`src/rtl/muldiv_seq.sv`:
```
// muldiv_seq: multicycle radix-2 multiply/divide sequencer feeding HI/LO.
//   Signed shift-add multiply and restoring divide on operand magnitudes.
//   A final FIX cycle applies the result signs.
//   Latency from the start edge to done: WIDTH+2 cycles, or 1 cycle for divide by zero.
// Optional feature: define MULDIV_UNSIGNED_EN to add the op_unsigned input
//   (multu/divu). In that mode the operands are used raw and no sign fix is applied.
// Ports:
//   clk, reset          clock (rising edge); asynchronous active-high reset
//   start, op           request (sampled in IDLE only); op: 0 = div, 1 = mult
//   op_unsigned         (MULDIV_UNSIGNED_EN only) unsigned operation, sampled with start
//   a, b                multiplicand/dividend, multiplier/divisor
//   busy                high from the cycle after acceptance through FIX
//   done                one-cycle pulse; hi/lo are valid in that cycle
//   div_zero            high with done when a divide had b == 0
//   hi, lo              mult: product high/low halves; div: remainder/quotient
module muldiv_seq #(
  parameter int WIDTH = 32,
  parameter int CNT_W = 6
) (
  input  logic             clk,
  input  logic             reset,
  input  logic             start,
  input  logic             op,
`ifdef MULDIV_UNSIGNED_EN
  input  logic             op_unsigned,
`endif
  input  logic [WIDTH-1:0] a,
  input  logic [WIDTH-1:0] b,
  output logic             busy,
  output logic             done,
  output logic             div_zero,
  output logic [WIDTH-1:0] hi,
  output logic [WIDTH-1:0] lo
);

  typedef enum logic [1:0] {IDLE, RUN, FIX, DONE} state_t;

  state_t           state;
  logic             op_q, s_lo, s_hi;
  logic [CNT_W-1:0] cnt;
  // hw: product high half / partial remainder
  // lw: multiplier / dividend bits shifting out, with quotient bits shifting in
  // bm: magnitude of the multiplicand (mult) or of the divisor (div)
  logic [WIDTH-1:0] hw, lw, bm;

  logic uns;
`ifdef MULDIV_UNSIGNED_EN
  assign uns = op_unsigned;
`else
  assign uns = 1'b0;
`endif

  logic [WIDTH-1:0] a_mag, b_mag;
  logic             sx;
  assign a_mag = (uns || !a[WIDTH-1]) ? a : -a;
  assign b_mag = (uns || !b[WIDTH-1]) ? b : -b;
  assign sx    = (a[WIDTH-1] ^ b[WIDTH-1]) & ~uns;

  // Multiply step: conditional add, then shift {hw,lw} right by one.
  // The carry out of the add lands in the top bit of hw.
  logic [WIDTH:0] m_sum;
  assign m_sum = {1'b0, hw} + (lw[0] ? {1'b0, bm} : '0);

  // Restoring divide step: shift the next dividend bit into the remainder.
  // Subtract the divisor only if the remainder is large enough.
  logic [WIDTH:0]   r_sh;
  logic             r_ge;
  logic [WIDTH-1:0] r_dif;
  assign r_sh  = {hw, lw[WIDTH-1]};
  assign r_ge  = r_sh >= {1'b0, bm};
  // The difference is below bm, so the low WIDTH bits hold it exactly.
  assign r_dif = r_sh[WIDTH-1:0] - bm;

  logic [2*WIDTH-1:0] prod, prod_fx;
  logic [WIDTH-1:0]   q_fx, r_fx;
  assign prod    = {hw, lw};
  assign prod_fx = s_lo ? -prod : prod;
  assign q_fx    = s_lo ? -lw : lw;
  assign r_fx    = s_hi ? -hw : hw;

  always_ff @(posedge clk or posedge reset) begin
    if (reset) begin
      state    <= IDLE;
      busy     <= 1'b0;
      done     <= 1'b0;
      div_zero <= 1'b0;
      hi       <= '0;
      lo       <= '0;
      cnt      <= '0;
      op_q     <= 1'b0;
      s_lo     <= 1'b0;
      s_hi     <= 1'b0;
      hw       <= '0;
      lw       <= '0;
      bm       <= '0;
    end else begin
      case (state)
        IDLE: begin
          if (start) begin
            if (!op && b == '0) begin
              // hi/lo keep their previous values
              state    <= DONE;
              done     <= 1'b1;
              div_zero <= 1'b1;
            end else begin
              state <= RUN;
              busy  <= 1'b1;
              cnt   <= CNT_W'(WIDTH);
              op_q  <= op;
              hw    <= '0;
              s_lo  <= sx;
              if (op) begin
                lw   <= b_mag;
                bm   <= a_mag;
                s_hi <= sx;
              end else begin
                lw   <= a_mag;
                bm   <= b_mag;
                s_hi <= a[WIDTH-1] & ~uns;
              end
            end
          end
        end
        RUN: begin
          cnt <= cnt - CNT_W'(1);
          if (op_q) begin
            hw <= m_sum[WIDTH:1];
            lw <= {m_sum[0], lw[WIDTH-1:1]};
          end else if (r_ge) begin
            hw <= r_dif;
            lw <= {lw[WIDTH-2:0], 1'b1};
          end else begin
            hw <= r_sh[WIDTH-1:0];
            lw <= {lw[WIDTH-2:0], 1'b0};
          end
          if (cnt == CNT_W'(1)) state <= FIX;
        end
        FIX: begin
          if (op_q) begin
            hi <= prod_fx[2*WIDTH-1:WIDTH];
            lo <= prod_fx[WIDTH-1:0];
          end else begin
            hi <= r_fx;
            lo <= q_fx;
          end
          busy     <= 1'b0;
          done     <= 1'b1;
          div_zero <= 1'b0;
          state    <= DONE;
        end
        DONE: begin
          // A start seen here is dropped; it can be accepted next cycle in IDLE.
          done     <= 1'b0;
          div_zero <= 1'b0;
          state    <= IDLE;
        end
        default: state <= IDLE;
      endcase
    end
  end

endmodule

```
`config.mk`:
```
export PLATFORM = sky130hd
export DESIGN_NAME = muldiv_seq
export DESIGN_NICKNAME = d
export VERILOG_FILES = /design/src/rtl/muldiv_seq.sv
export SDC_FILE = /design/constraint.sdc
export NUM_CORES = 1
export LEC_CHECK = 0
export CAP_MARGIN = 5
export CORE_MARGIN = 4
export CORE_UTILIZATION = 40
export DETAILED_ROUTE_END_ITERATION = 12
export GPL_ROUTABILITY_DRIVEN = 0
export HOLD_SLACK_MARGIN = 0.05
export PLACE_DENSITY = 0.63
export SYNTH_ARGS = -nofsm -noshare
export SYNTH_HDL_FRONTEND = slang
export SYNTH_SLANG_ARGS = --single-unit
export TNS_END_PERCENT = 10
```
`constraint.sdc`:
```
create_clock -name clk -period 6.25 [get_ports clk]
set_clock_uncertainty 0.2 [all_clocks]
set_input_delay 0.9375 -clock clk [delete_from_list [all_inputs] [get_ports clk]]
set_output_delay 0.9375 -clock clk [all_outputs]
set_load 0.01 [all_outputs]
```
# [Yosys cells after proc, flatten, opt, wreduce, memory -nomap -nowiden]
# Index checks and enable logic that the tools add are counted.
[word_totals] ff_bits=174 latchBits=0 mem_bits_rw=0 romBits=0 memories=0
[op_classes] add_sub_neg=8 n_mul=0 div=0 n_lt_le_gt_ge=1 n_eq_ne=8 n_shift=0 mux=35 bitwise=2 reduce_logical=15
[op_table] operator="$mux 32" n=16
[op_table] operator="$neg 32->32" n=4
[op_table] operator="$pmux 32 s2" n=2
[op_table] operator="$mux 64" n=1
[op_table] operator="$neg 64->64" n=1
[op_table] operator="$add 32x32->33" n=1
[op_table] operator="$ge 33x32->1" n=1
[op_table] operator="$logic_not 32->1" n=1
[op_table] operator="$sub 32x32->32" n=1
[op_table] operator="$reduce_and 3->1" n=5
[op_table] operator="$mux 6" n=2
[op_table] operator="$pmux 6 s2" n=1
[op_table] operator="$ne 2x2->1 const B" n=4
[op_table] operator="$pmux 2 s4" n=1
[op_table] operator="$eq 6x1->1 const B" n=1
[op_table] operator="$mux 1" n=6
[op_table] operator="$mux 2" n=3
[op_table] operator="$reduce_bool 2->1" n=3
[op_table] operator="$sub 6x1->6 const B" n=1
[op_table] operator="$eq 2x2->1 const B" n=2
[op_table] operator="$pmux 1 s2" n=2
[op_table] operator="$pmux 1 s3" n=1
[op_table] operator="$reduce_bool 3->1" n=1
[op_table] operator="$eq 2x1->1 const B" n=1
[op_table] operator="other kinds (7)" n=7

# [Depth between registers and ports, before layout]
# Gate-level depths: netlist of the first run.
[depth] word_depth=6 depth_mapped=14 mapped_depth_nobuf=13

# [Worst setup path after synthesis of the first run]
# Ideal clock, no wire load.
[synth_path] kind="input-to-reg" startpoint="input b[20]" endpoint="register hw[29]" arrival_time_ps=3555 slack_ps=2408 cell_stages=9 n_path_buf=2 cell_sequence="or4_1 > or4_1 > nor4_1 > or3_1 > a21boi_1 > clkbuf_1 > buf_1 > nand2_1 > o211ai_1"
[synth_via] elab_chain_cells=4
[synth_lines] element="start, declared" line_no="28" text="input logic [WIDTH-1:0] b,"
[synth_lines] element="$logic_not 32->1" line_no="100" text="if (!op && b == '0) begin"
[synth_lines] element="$logic_and 1x1->1" line_no="100"
[synth_lines] element="$ne 2x2->1 (no line)"
[synth_lines] element="$reduce_and 3->1 (no line)"
[synth_lines] element="end signal, assigned" line_no="127" text="hw <= m_sum[WIDTH:1];"
[synth_lines] element="end signal, assigned" line_no="130" text="hw <= r_dif;"
[synth_lines] element="end signal, assigned" line_no="133" text="hw <= r_sh[WIDTH-1:0];"
[synth_lines] element="end, declared" line_no="44" text="logic [WIDTH-1:0] hw, lw, bm;"
# No other way between the ends.
# A chain may end at the register's enable or synchronous reset.

# [Worst setup path in the final report of the first run]
[layout_path] startpoint="register lw[0]" endpoint="register hw[26]"
[layout_via] elab_chain_cells=4
[layout_lines] element="start, declared" line_no="44"
[layout_lines] element="start signal, assigned" line_no="113" text="lw <= b_mag;"
[layout_lines] element="start signal, assigned" line_no="117" text="lw <= a_mag;"
[layout_lines] element="start signal, assigned" line_no="128" text="lw <= {m_sum[0], lw[WIDTH-1:1]};"
[layout_lines] element="$mux 32" line_no="62" text="assign m_sum = {1'b0, hw} + (lw[0] ? {1'b0, bm} : '0);"
[layout_lines] element="$add 32x32->33" line_no="62"
[layout_lines] element="$mux 32" line_no="126" text="if (op_q) begin"
[layout_lines] element="$pmux 32 s2" line_no="97" text="case (state)"
# No other way between the ends.

==> flow_metrics.tcl, run 1 <==
set metrics [dict create \
    grt_use_total_pct 23.7 \
    core_um2 35600 \
    clkTransAtPathRegs_ns 0.07 \
    power_density_nw_per_um2 596 \
    cts_inserted_buffers 17 \
    place_hpwl_um 36000 \
    layout.nets 2004 \
    tightest_slew_ns 1.07 \
    dr.pass1.iters 5 \
    rsz0062_at_grt "false" \
    ios 135 \
    routed_wirelength_um 46600 \
    synth_compound_area_share_pct 23.3 \
    synth_top_area_share_pct 30.2 \
    hold_class "reg2reg" \
    grt_max_degree 120 \
    antenna_found_initial 0 \
    status "finished clean" \
    synthArstFlopShare_pct 100 \
    viasPerCell 5.87 \
    root_buffer "clkbuf_16" \
    cts-resized-gates 0 \
    irDropWorstVdd_uv 333 \
    wl_per_cell_um 20.0 \
    dieHeight_um 198 \
    portBuffers 134 \
    insertion_delay_ns 0.44 \
    synthFlopType "dfrtp_1" \
    vias 13700 \
    total_power_w 0.00999 \
    dieArea_um2 39200 \
    cts_tree "built" \
    drt_iter0_drc 1188 \
    synth_edf_count 0 \
    initial_core_util_pct 40.6 \
    synth_cells 1788 \
    setup_viol 0 \
    finalMaxSlewViolations 0 \
    syn-num-nets 1933 \
    cts_sinks 174 \
    synth.yosys.seq_area_share_pct 30.2 \
    fin_crit_ns 4.71 \
    crit_fanout 20 \
    reg2reg_slack_ns 1.54 \
    fin_setup_tns_ns 0 \
    fin_crit_sh_pct 75.3 \
    final_hold_viol_count 0 \
    ys_types 72 \
    p_leak_nw 6.95 \
    ant_nets 0 \
    required_ns 6.37 \
    ys_ff_latch 174 \
    num-fill-cells 3505 \
    grt_pass1_vias 13200 \
    regArea_um2 4360 \
    cp.arrival_ns 4.83 \
    synth-simple-area-share_pct 18.2 \
    multi_input_area_um2 9440 \
    post_cts_buffers 0 \
    area_growth_pct 16.1 \
    rows 69 \
    synthAdderAreaFrac_pct 6.78 \
    yosysTopAreaCell "dfrtp_1" \
    gr-total-overflow 0 \
    synth_xor_area_share_pct 10.9 \
    drive_gt1_share_pct 6.78 \
    synth_top_family_by_area "compound AO/OA/AOI/OAI gates" \
    drc 0 \
    synthMuxAreaShare_pct 6.09 \
    grt_pass1_wl_um 74400 \
    synth.cell_area_um2 14400 \
    diodes 0 \
    path_class "reg2reg" \
    ctsHoldBuffers 0 \
    synth.area.top_cells "dfrtp_1 (30%), ha_1 (6.5%), xor2_1 (6.2%)" \
    cts.path.max_buffers 2 \
    slew_headroom_pct 28.3 \
    avgSynthCellArea_um2 8.07 \
    die_x_um 198 \
    cp-start-kind "flop" \
    fmax_ghz 0.212 \
    yosys_warnings 0 \
    h-tree-depth 4 \
    worstSetupEndpointType "flop" \
    cap_violations 0 \
]
-- final timing paths --
kind,depth (start not counted),to,start
worst min-delay path,2,bm[5],bm[5]
min in group asynchronous,2,bm[11],reset
worst max-delay path,12,hw[26],lw[0]
worst min register to register,2,bm[5],bm[5]
max in group asynchronous,3,hi[16],reset
worst max register to register,12,hw[26],lw[0]
-- routing by layer --
layer  share of wire, %  GRT usage, %
met5                  0             0
met4                2.5          6.35
met3                5.8          3.73
met2                 47          39.1
met1                 45          32.5
-- worst max-delay path: stages (launching register included) --
cell and delay [ns]:
dfrtp_1 0.48, inv_1 0.70, nor2_1 0.13, ha_1 0.41, nand3_1 0.10, o211ai_1 0.33
nand2_1 0.16, a211oi_1 0.50, o21ai_0 0.33, o21ai_0 0.51, a31oi_1 0.28, mux2i_1 0.17
a221o_1 0.27
-- through the flow --
stage	hold WS (ns)	cell area, um^2	worst slack, ns	utilization (%)	std cells
floorplan	0.250	14400	0.396	-	1788
global placement	0.263	16100	1.57	45.4	2301
detailed placement	0.273	16100	1.52	45.4	2301
CTS	0.290	16700	1.73	47.1	2333
global route	0.312	16700	1.25	47.1	2333
finish	0.279	16700	1.54	47.1	2333
-- cell usage in the layout (no fill, tap or decap), drive strengths merged, types with 31 or more instances in the layout --
master and n:
nor2 185, clkdlybuf4s50 133, inv 74, xnor2 77, o31ai 36, o21ai 156, or3 35, mux2 43
nand2 174, xor2 102, ha 75, dfrtp 174, a21oi 168, mux2i 39, nand3 31
-- cells in the mapped netlist (18+ instances only) --
cell type and number:
mux2_2 42, a211oi_1 28, or3_1 33, inv_1 68, clkbuf_1 89, o211ai_1 24, o21ai_0 150, nor3_1 30
ha_1 75, mux2i_1 39, o31ai_1 36, dfrtp_1 174, nor2_1 185, nand3_1 31, a21oi_1 167, xnor2_1 77
a22oi_1 25, nand2_1 173, a21o_1 18, xor2_1 102
-- registers in the layout (all words and copies together), names as in the netlist --
signal and cells:
hi 32, s_hi 1, cnt 6, hw 32
div_zero 1, s_lo 1, bm 32, op_q 1
lo 32, state 2, done 1, busy 1
lw 32
-- cell families after synthesis --
kind of cell    count (synthesis)
fa+ha+maj                      77
mux                            82
compound gates                543
simple gates                  563
xor+xnor                      179
flops                         174
buf+inv                       170
-- layout make-up --
| class | instances | share of cell area [%] |
|---|---|---|
| Multi-Input combinational cell | 1444 | 56.4 |
| Sequential cell | 174 | 26.0 |
| Timing Repair Buffer | 154 | 8.97 |
| Tap cell | 461 | 3.45 |
| Clock buffer | 20 | 2.73 |
| Inverter | 68 | 1.55 |
| Clock inverter | 12 | 0.882 |
-- report_power, final --
part	internal (W)	switching [W]	total (W)	leakage (nW)
sequential	0.00167	0.000653	0.00233	2.09
clock	0.000622	0.000502	0.00112	0.291
combinational	0.00274	0.00379	0.00654	4.57
Note: power is estimated with default switching activity, not from simulation.
==> inputs of run 2 (changes only) <==
==> constraint.sdc (replaced) <==
create_clock -name clk -period 4.5 [get_ports clk]
set_clock_uncertainty 0.2 [all_clocks]
set_input_delay 0.675 -clock clk [delete_from_list [all_inputs] [get_ports clk]]
set_output_delay 0.675 -clock clk [all_outputs]
set_load 0.01 [all_outputs]
==> run 2 against run 1 <==
Effect of this change:
- worst setup slack worse by 1.0 ns
- die area unchanged
- flip-flop and latch count unchanged
- largest power group unchanged
- critical endpoint is now hw[30]
==> flow_metrics.tcl, run 2 (synthesized netlist as in run 1, its figures left out) <==
set metrics [dict create \
    status "finished clean" \
    hold_class "reg2reg" \
    cap_violations 0 \
    ios 135 \
    min_path_cells 2 \
    crit_fanout 19 \
    grt_max_degree 120 \
    cp.depth 14 \
    cts-resized-gates 0 \
    cp_slowest_cell "a311oi_1" \
    drive_gt1_share_pct 9.02 \
    crit_family "compound AO/OA/AOI/OAI gates" \
    core_um2 35600 \
    antenna_found_initial 0 \
    cts_sinks 174 \
    irDropWorstVdd_uv 367 \
    drc 0 \
    wl_per_cell_um 19.4 \
    die_x_um 198 \
    initial_core_util_pct 40.6 \
    final_cell_mix "nor2_1 (185), nand2_1 (173), dfrtp_1 (173)" \
    fin_crit_sh_pct 88.6 \
    rsz0062_at_grt "false" \
    grt_use_total_pct 23.1 \
    cp_slowest_stage_delay_ns 0.49 \
    fmax_ghz 0.251 \
    slew_headroom_pct 29.8 \
    tightest_slew_ns 1.05 \
    required_ns 4.61 \
    path_class "reg2reg" \
    p_leak_nw 7.21 \
    diodes 0 \
    ff2ff_path_depth 14 \
    post_cts_buffers 0 \
    area_growth_pct 19.1 \
    fin_setup_tns_ns 0 \
    cts_inserted_buffers 17 \
    dieArea_um2 39200 \
    ctsHoldBuffers 0 \
    cp-start-kind "flop" \
    drt_iter0_drc 1187 \
    portBuffers 134 \
    grt_pass1_vias 13000 \
    crit_buf_inv 3 \
    clkTransAtPathRegs_ns 0.08 \
    rows 69 \
    vias 13700 \
    setup_viol 0 \
    place_hpwl_um 36000 \
    final_common_cell "nor2_1" \
    root_buffer "clkbuf_16" \
    gr-total-overflow 0 \
    cp.arrival_ns 4.09 \
    insertion_delay_ns 0.44 \
    h-tree-depth 4 \
    dieHeight_um 198 \
    routed_wirelength_um 46100 \
    ant_nets 0 \
    cts.path.max_buffers 2 \
    grt_pass1_wl_um 72400 \
    fin_crit_ns 3.99 \
    crit_chain "inv_1 -> buf_12 -> nor2_1 -> ha_1 -> a21oi_1 -> a21boi_0 -> a311oi_1 -> nand2_1 -> o21ai_0 -> o21ai_0 -> buf_4 -> a221oi_1 -> xor2_1 -> o221ai_1" \
    layout.nets 2050 \
    cts_tree "built" \
    whs_ns 0.284 \
    power_density_nw_per_um2 824 \
    viasPerCell 5.76 \
    dr.pass1.iters 5 \
    worstSetupEndpointType "flop" \
    finalMaxSlewViolations 0 \
    cpMostUsedCell "o21ai_0" \
    final_hold_viol_count 0 \
]
run 2: stage by stage:
step	std cells	cell area [um^2]	setup slack (ns)	utilization (%)	power (W)
2_1_floorplan	1788	14400	0.921	-	0.00935
3_3_place_gp	2347	16600	0.280	46.6	0.0123
3_5_place_dp	2347	16600	0.272	46.6	0.0125
4_1_cts	2379	17200	0.525	48.3	0.0141
5_1_grt	2379	17200	0.300	48.3	0.0153
6_report	2379	17200	0.513	48.3	0.0141
run 2: worst register-to-register path, cell delays in order (launching register included):
cell and delay [ns]:
dfrtp_1 0.47, inv_1 0.18, buf_12 0.19, nor2_1 0.09, ha_1 0.37, a21oi_1 0.30
a21boi_0 0.13, a311oi_1 0.49, nand2_1 0.09, o21ai_0 0.28, o21ai_0 0.20, buf_4 0.18
a221oi_1 0.34, xor2_1 0.21, o221ai_1 0.14
run 2: path summary, 6_finish.rpt:
check,startpoint,end,slack (ns)
setup / recovery,lw[0],hw[30],0.51
hold / removal,bm[18],bm[18],0.28
setup reg to reg,lw[0],hw[30],0.51
hold reg to reg,bm[18],bm[18],0.28
max in group asynchronous,reset,hi[6],2.72
min in group asynchronous,reset,bm[14],0.52
run 2: cell type report:
cell class,instances,area (um^2)
Fill cell,3472,18400
Multi-Input combinational cell,1444,9440
Inverter,68,259
Clock buffer,20,467
Sequential cell,174,4360
Tap cell,461,577
Timing Repair Buffer,200,1930
Clock inverter,12,144
run 2: power by group:
| group | internal, W | total [W] | leakage (nW) | switching (W) |
|---|---|---|---|---|
| registers | 0.00233 | 0.00312 | 2.09 | 0.000792 |
| clock network | 0.000790 | 0.00154 | 0.296 | 0.000749 |
| logic | 0.00412 | 0.00949 | 4.82 | 0.00537 |
run 2: per-layer routing:
layer	vias up	wire length (um)	GRT usage (%)	part of all wire (%)
li1	6661	-	-	-
met1	6477	20600	31.7	45
met2	487	21300	37.6	46
met3	73	2660	3.20	5.8
met4	0	1530	7.88	3.3
met5	-	0	0	0
==> inputs of run 3 (changes only) <==
--- a/config.mk
+++ b/config.mk
@@ -8,10 +8,12 @@
 export CAP_MARGIN = 5
 export CORE_MARGIN = 4
 export CORE_UTILIZATION = 40
+export CTS_CLUSTER_SIZE = 16
 export DETAILED_ROUTE_END_ITERATION = 12
+export DONT_BUFFER_PORTS = 1
 export GPL_ROUTABILITY_DRIVEN = 0
 export HOLD_SLACK_MARGIN = 0.05
-export PLACE_DENSITY = 0.63
+export PLACE_DENSITY = 0.58
 export SYNTH_ARGS = -nofsm -noshare
 export SYNTH_HDL_FRONTEND = slang
 export SYNTH_SLANG_ARGS = --single-unit
==> run 3 against run 2 <==
Effect of this change:
- via count is 5.4% lower
- final cell count is 6.8% lower
- power down 5.6%
- combinational power is 10% lower
- largest cell class unchanged
- routed wire length up 1.6%
- count of clock-buffer cells in the layout shrank 1
- worst setup slack got worse by 0.053 ns
- critical path depth fell by 4
- cell area down 9.4%
- sequential share of layout area increased by 2.6 points
- sequential power up 6.7%
==> flow_metrics.tcl, run 3 (synthesized netlist as in run 1, its figures left out) <==
set metrics [dict create \
    wl_per_cell_um 21.1 \
    clkTransAtPathRegs_ns 0.08 \
    holdPathEnd "bm[24]" \
    grt_pass1_wl_um 73000 \
    fmax_ghz 0.248 \
    fin_setup_tns_ns 0 \
    drc 0 \
    cp-start-kind "flop" \
    place_hpwl_um 36300 \
    cp.arrival_ns 4.14 \
    cap_violations 0 \
    num-fill-cells 3620 \
    worst_slack_ns 0.460 \
    irDropWorstVdd_uv 427 \
    dieHeight_um 198 \
    status "finished clean" \
    ant_nets 0 \
    reg2reg_slack_ns 0.46 \
    worstHoldStart "op" \
    portBuffers 0 \
    cts.path.max_buffers 2 \
    initial_core_util_pct 40.6 \
    cp_slowest_cell "o21ai_4" \
    crit_chain "ha_1 -> nand2_1 -> nor4_1 -> nand2_1 -> a211oi_1 -> o21ai_0 -> o21ai_4 -> buf_4 -> mux2i_1 -> o221ai_1" \
    cts_inserted_buffers 17 \
    required_ns 4.60 \
    rows 69 \
    drt_iter0_drc 941 \
    dr.pass1.iters 7 \
    p_leak_nw 6.52 \
    worstSetupEndpointType "flop" \
    root_buffer "clkbuf_16" \
    path_class "reg2reg" \
    die_x_um 198 \
    core_um2 35600 \
    cp_slowest_stage_delay_ns 0.64 \
    cts_tree "built" \
    r2r-end "hw[16]" \
    grt_use_total_pct 23.5 \
    fin_crit_ns 4.04 \
    final_common_cell "nor2_1" \
    slew_headroom_pct 18.0 \
    ios 135 \
    final_cell_mix "nor2_1 (185), nand2_1 (173), dfrtp_1 (173)" \
    area_growth_pct 7.87 \
    r2r_start "hw[17]" \
    fin_crit_sh_pct 89.8 \
    cts_sinks 174 \
    gr-total-overflow 0 \
    h-tree-depth 4 \
    setup_viol 0 \
    final_hold_viol_count 0 \
    rsz0062_at_grt "false" \
    power_density_nw_per_um2 859 \
    layout.nets 1889 \
    grt_max_degree 173 \
    viasPerCell 5.84 \
    vias 13000 \
    diodes 0 \
    antenna_found_initial 0 \
    pre_cts_ws_ns 0.488 \
    hold_class "in2reg" \
    routed_wirelength_um 46900 \
    cpMostUsedCell "nand2_1" \
    min_path_cells 2 \
    insertion_delay_ns 0.45 \
    tightest_slew_ns 1.22 \
    ff2ff_path_depth 10 \
    dieArea_um2 39200 \
    crit_fanout 19 \
    finalMaxSlewViolations 0 \
    drive_gt1_share_pct 8.08 \
    grt_pass1_vias 12500 \
]
[run 3: cell types whose count changed in the layout (fill, tap and decap cells not counted), sizes merged]
cell | previous run | this run
clkdlybuf4s50 | 133 | 0
buf | 67 | 38
clkinv | 5 | 2
inv | 73 | 75
bufinv | 0 | 1
clkbuf | 20 | 19
clkinvlp | 2 | 3
dlygate4sd3 | 0 | 1
[run 3: critical path, delay by kind of cell (launching register included)]
kind                       cells  cell delay [ns]
muxes                          1             0.22
and+or+nand+nor                3             0.80
AOI/OAI and AO/OA              4             1.38
adders and majority gates      1             0.46
buffers and inverters          1             0.35
DFF                            1             0.49
[run 3: per-stage QoR]
step | cells | hold WS [ns] | instance area (um^2) | total power, W | util (%)
after floorplan | 1788 | 0.250 | 14400 | 0.00935 | -
after global placement | 2185 | 0.252 | 15000 | 0.0117 | 42.1
final | 2218 | 0.224 | 15600 | 0.0134 | 43.7
after global routing | 2218 | 0.223 | 15600 | 0.0145 | 43.7
after CTS | 2218 | 0.204 | 15600 | 0.0133 | 43.7
after detailed placement | 2185 | 0.251 | 15000 | 0.0117 | 42.1
[run 3: worst max path at each step]
stage | endpoint | slack [ns] | depth (start not counted) | startpoint
after CTS | hw[16] | 0.48 | 10 | hw[17]
after global routing | hw[16] | 0.17 | 10 | hw[17]
after floorplan | hw[29] | 0.92 | 9 | b[20]
final | hw[16] | 0.46 | 10 | hw[17]
after detailed placement | hw[16] | 0.49 | 10 | hw[17]
after global placement | hw[16] | 0.67 | 10 | hw[17]
[run 3: layer usage]
layer | track usage, % | wire [um]
met1 | 31.5 | 20600
met2 | 37.2 | 21300
met3 | 5.33 | 3150
met4 | 9.05 | 1850
met5 | 0 | 0
[run 3: layout make-up]
cell class | count | area [um^2] | share of cell area (%)
clock buffers | 19 | 433 | 2.78
clock inverters | 13 | 148 | 0.949
inverters | 68 | 259 | 1.66
multi-input cells | 1444 | 9440 | 60.7
flip-flops and latches | 174 | 4360 | 28.0
well taps | 461 | 577 | 3.71
repair buffers | 39 | 345 | 2.22
[run 3: timing repair]
action,4_1_cts,5_1_grt
endpoints found under the hold margin,2,0
gates resized for setup,0,0
buffers inserted,0,0
hold buffers,1,0
[run 3: report_power, final]
group	total, W	switching [W]	internal [W]
combinational	0.00850	0.00509	0.00342
sequential	0.00333	0.00101	0.00233
clock	0.00152	0.000733	0.000790
total	0.0134	0.00683	0.00653
==> RTL edit (settings of run 1) <==
The 4 states of `state_t` get a one-hot encoding in 4 bits.
--- a/src/rtl/muldiv_seq.sv
+++ b/src/rtl/muldiv_seq.sv
@@ -33,7 +33,7 @@
   output logic [WIDTH-1:0] lo
 );
 
-  typedef enum logic [1:0] {IDLE, RUN, FIX, DONE} state_t;
+  typedef enum logic [3:0] {IDLE = 4'b0001, RUN = 4'b0010, FIX = 4'b0100, DONE = 4'b1000} state_t;
 
   state_t           state;
   logic             op_q, s_lo, s_hi;
Check against the original RTL: same outputs for any inputs over 4 cycles, from zero or initial values and one cycle with reset high; so few cycles prove little.
==> RTL edit against run 1 <==
Sequential cell count up 2; wire length is 7.5% higher; cell area up 3.3%; via count grew 6.4%; core utilization down 0.16 points; non-clock buffer count is 4 lower; critical path depth fell by 1; die area increased by 4.2%; area after synthesis is 4.4% higher; power down 13%; count of clock-buffer cells in the layout fell by 2; setup slack improved by 0.27 ns; largest cell class unchanged.
==> RTL edit: results (changes against run 1) <==
routed wire length 50,080 um (was 46,600 um); outcome finished clean (unchanged); Fillers 3,609 (was 3,505); Hold EP hi[11] (was bm[5]); Vias/cell 5.911 (was 5.866); CP Max Fanout 23 (was 20); Tot GR Track Use 0.2389 (was 0.2368); slowest CP cell clkinv_1 (was inv_1); clkbuf count 18 (was 20); Non-clk invs 75 (was 68); routed wl met2 22,780 um (was 21,930 um); vias in the first global route 13,790 (was 13,210); seq pwr 2.10 mW (was 2.33 mW); CP peak stage delay 0.57 ns (was 0.70 ns); Fin Hold WS 0.2765 ns (was 0.2791 ns); routing usage on met3 0.03626 (was 0.03726); multi-input combinational area share 0.5731 (was 0.5641); Reg area 4407 um2 (was 4355 um2); Met3 Wirelength 3725 um (was 2714 um); Max rail drop VDD 0.2850 mV (was 0.3333 mV); Net Sw Frac 0.5164 (was 0.4956); NonClk Buf Share 0.08493 (was 0.08968); Leak 7.163 nW (was 6.953 nW); Hold Startpoint hi[11] (was bm[5]); global-route wire length before repair 78,180 um (was 74,350 um); post-detail-place hpwl 38,330 um (was 35,970 um); met2 Track Usage GR 0.3788 (was 0.3911); bufs w/o clock 150 (was 154); multi-input gates 1,526 (was 1,444); Final Power 8.658 mW (was 9.986 mW); Starting DRT DRC Count 1,370 (was 1,188); Critical R2R Capture hw[30] (was hw[26]); syn_nets 2,024 (was 1,933); Reg2Reg Depth 11 (was 12); DRT met1 WL 22,060 um (was 20,810 um)
-- RTL edit: cell count changes in the layout (fill, tap and decap cells not counted), moves of 11 or more --
cell             run 1  this run
mux2_2              42         4
or3_1               32        11
a21oi_1            167       142
o31ai_1             36        25
xor2_1             102        80
nand2_1            173       225
o21ai_0            148       190
a22oi_1             25        12
nor2_1             184       173
a22o_1               1        15
xnor2_1             77        90
a211oi_1            28        46
-- RTL edit: logic make-up (layout without fill, tap and decap cells) --
logic type      count (synthesis)  after routing  synth area share
compound gates                617            617            0.2647
xor+xnor                      170            170           0.09885
fa+ha+maj                      72             72           0.06081
buf+inv                       182            257           0.05142
flops                         176            176            0.2925
mux                            51             51           0.03422
simple gates                  616            616            0.1975
-- RTL edit: stage by stage --
stage / std cells / instance area (um2) / setup WS, ns
after floorplan: 1884 / 15060 / 0.3406
after global placement: 2431 / 16700 / 1.830
after detailed placement: 2431 / 16700 / 1.750
after CTS: 2463 / 17300 / 1.932
after global routing: 2463 / 17300 / 1.502
final: 2463 / 17300 / 1.817
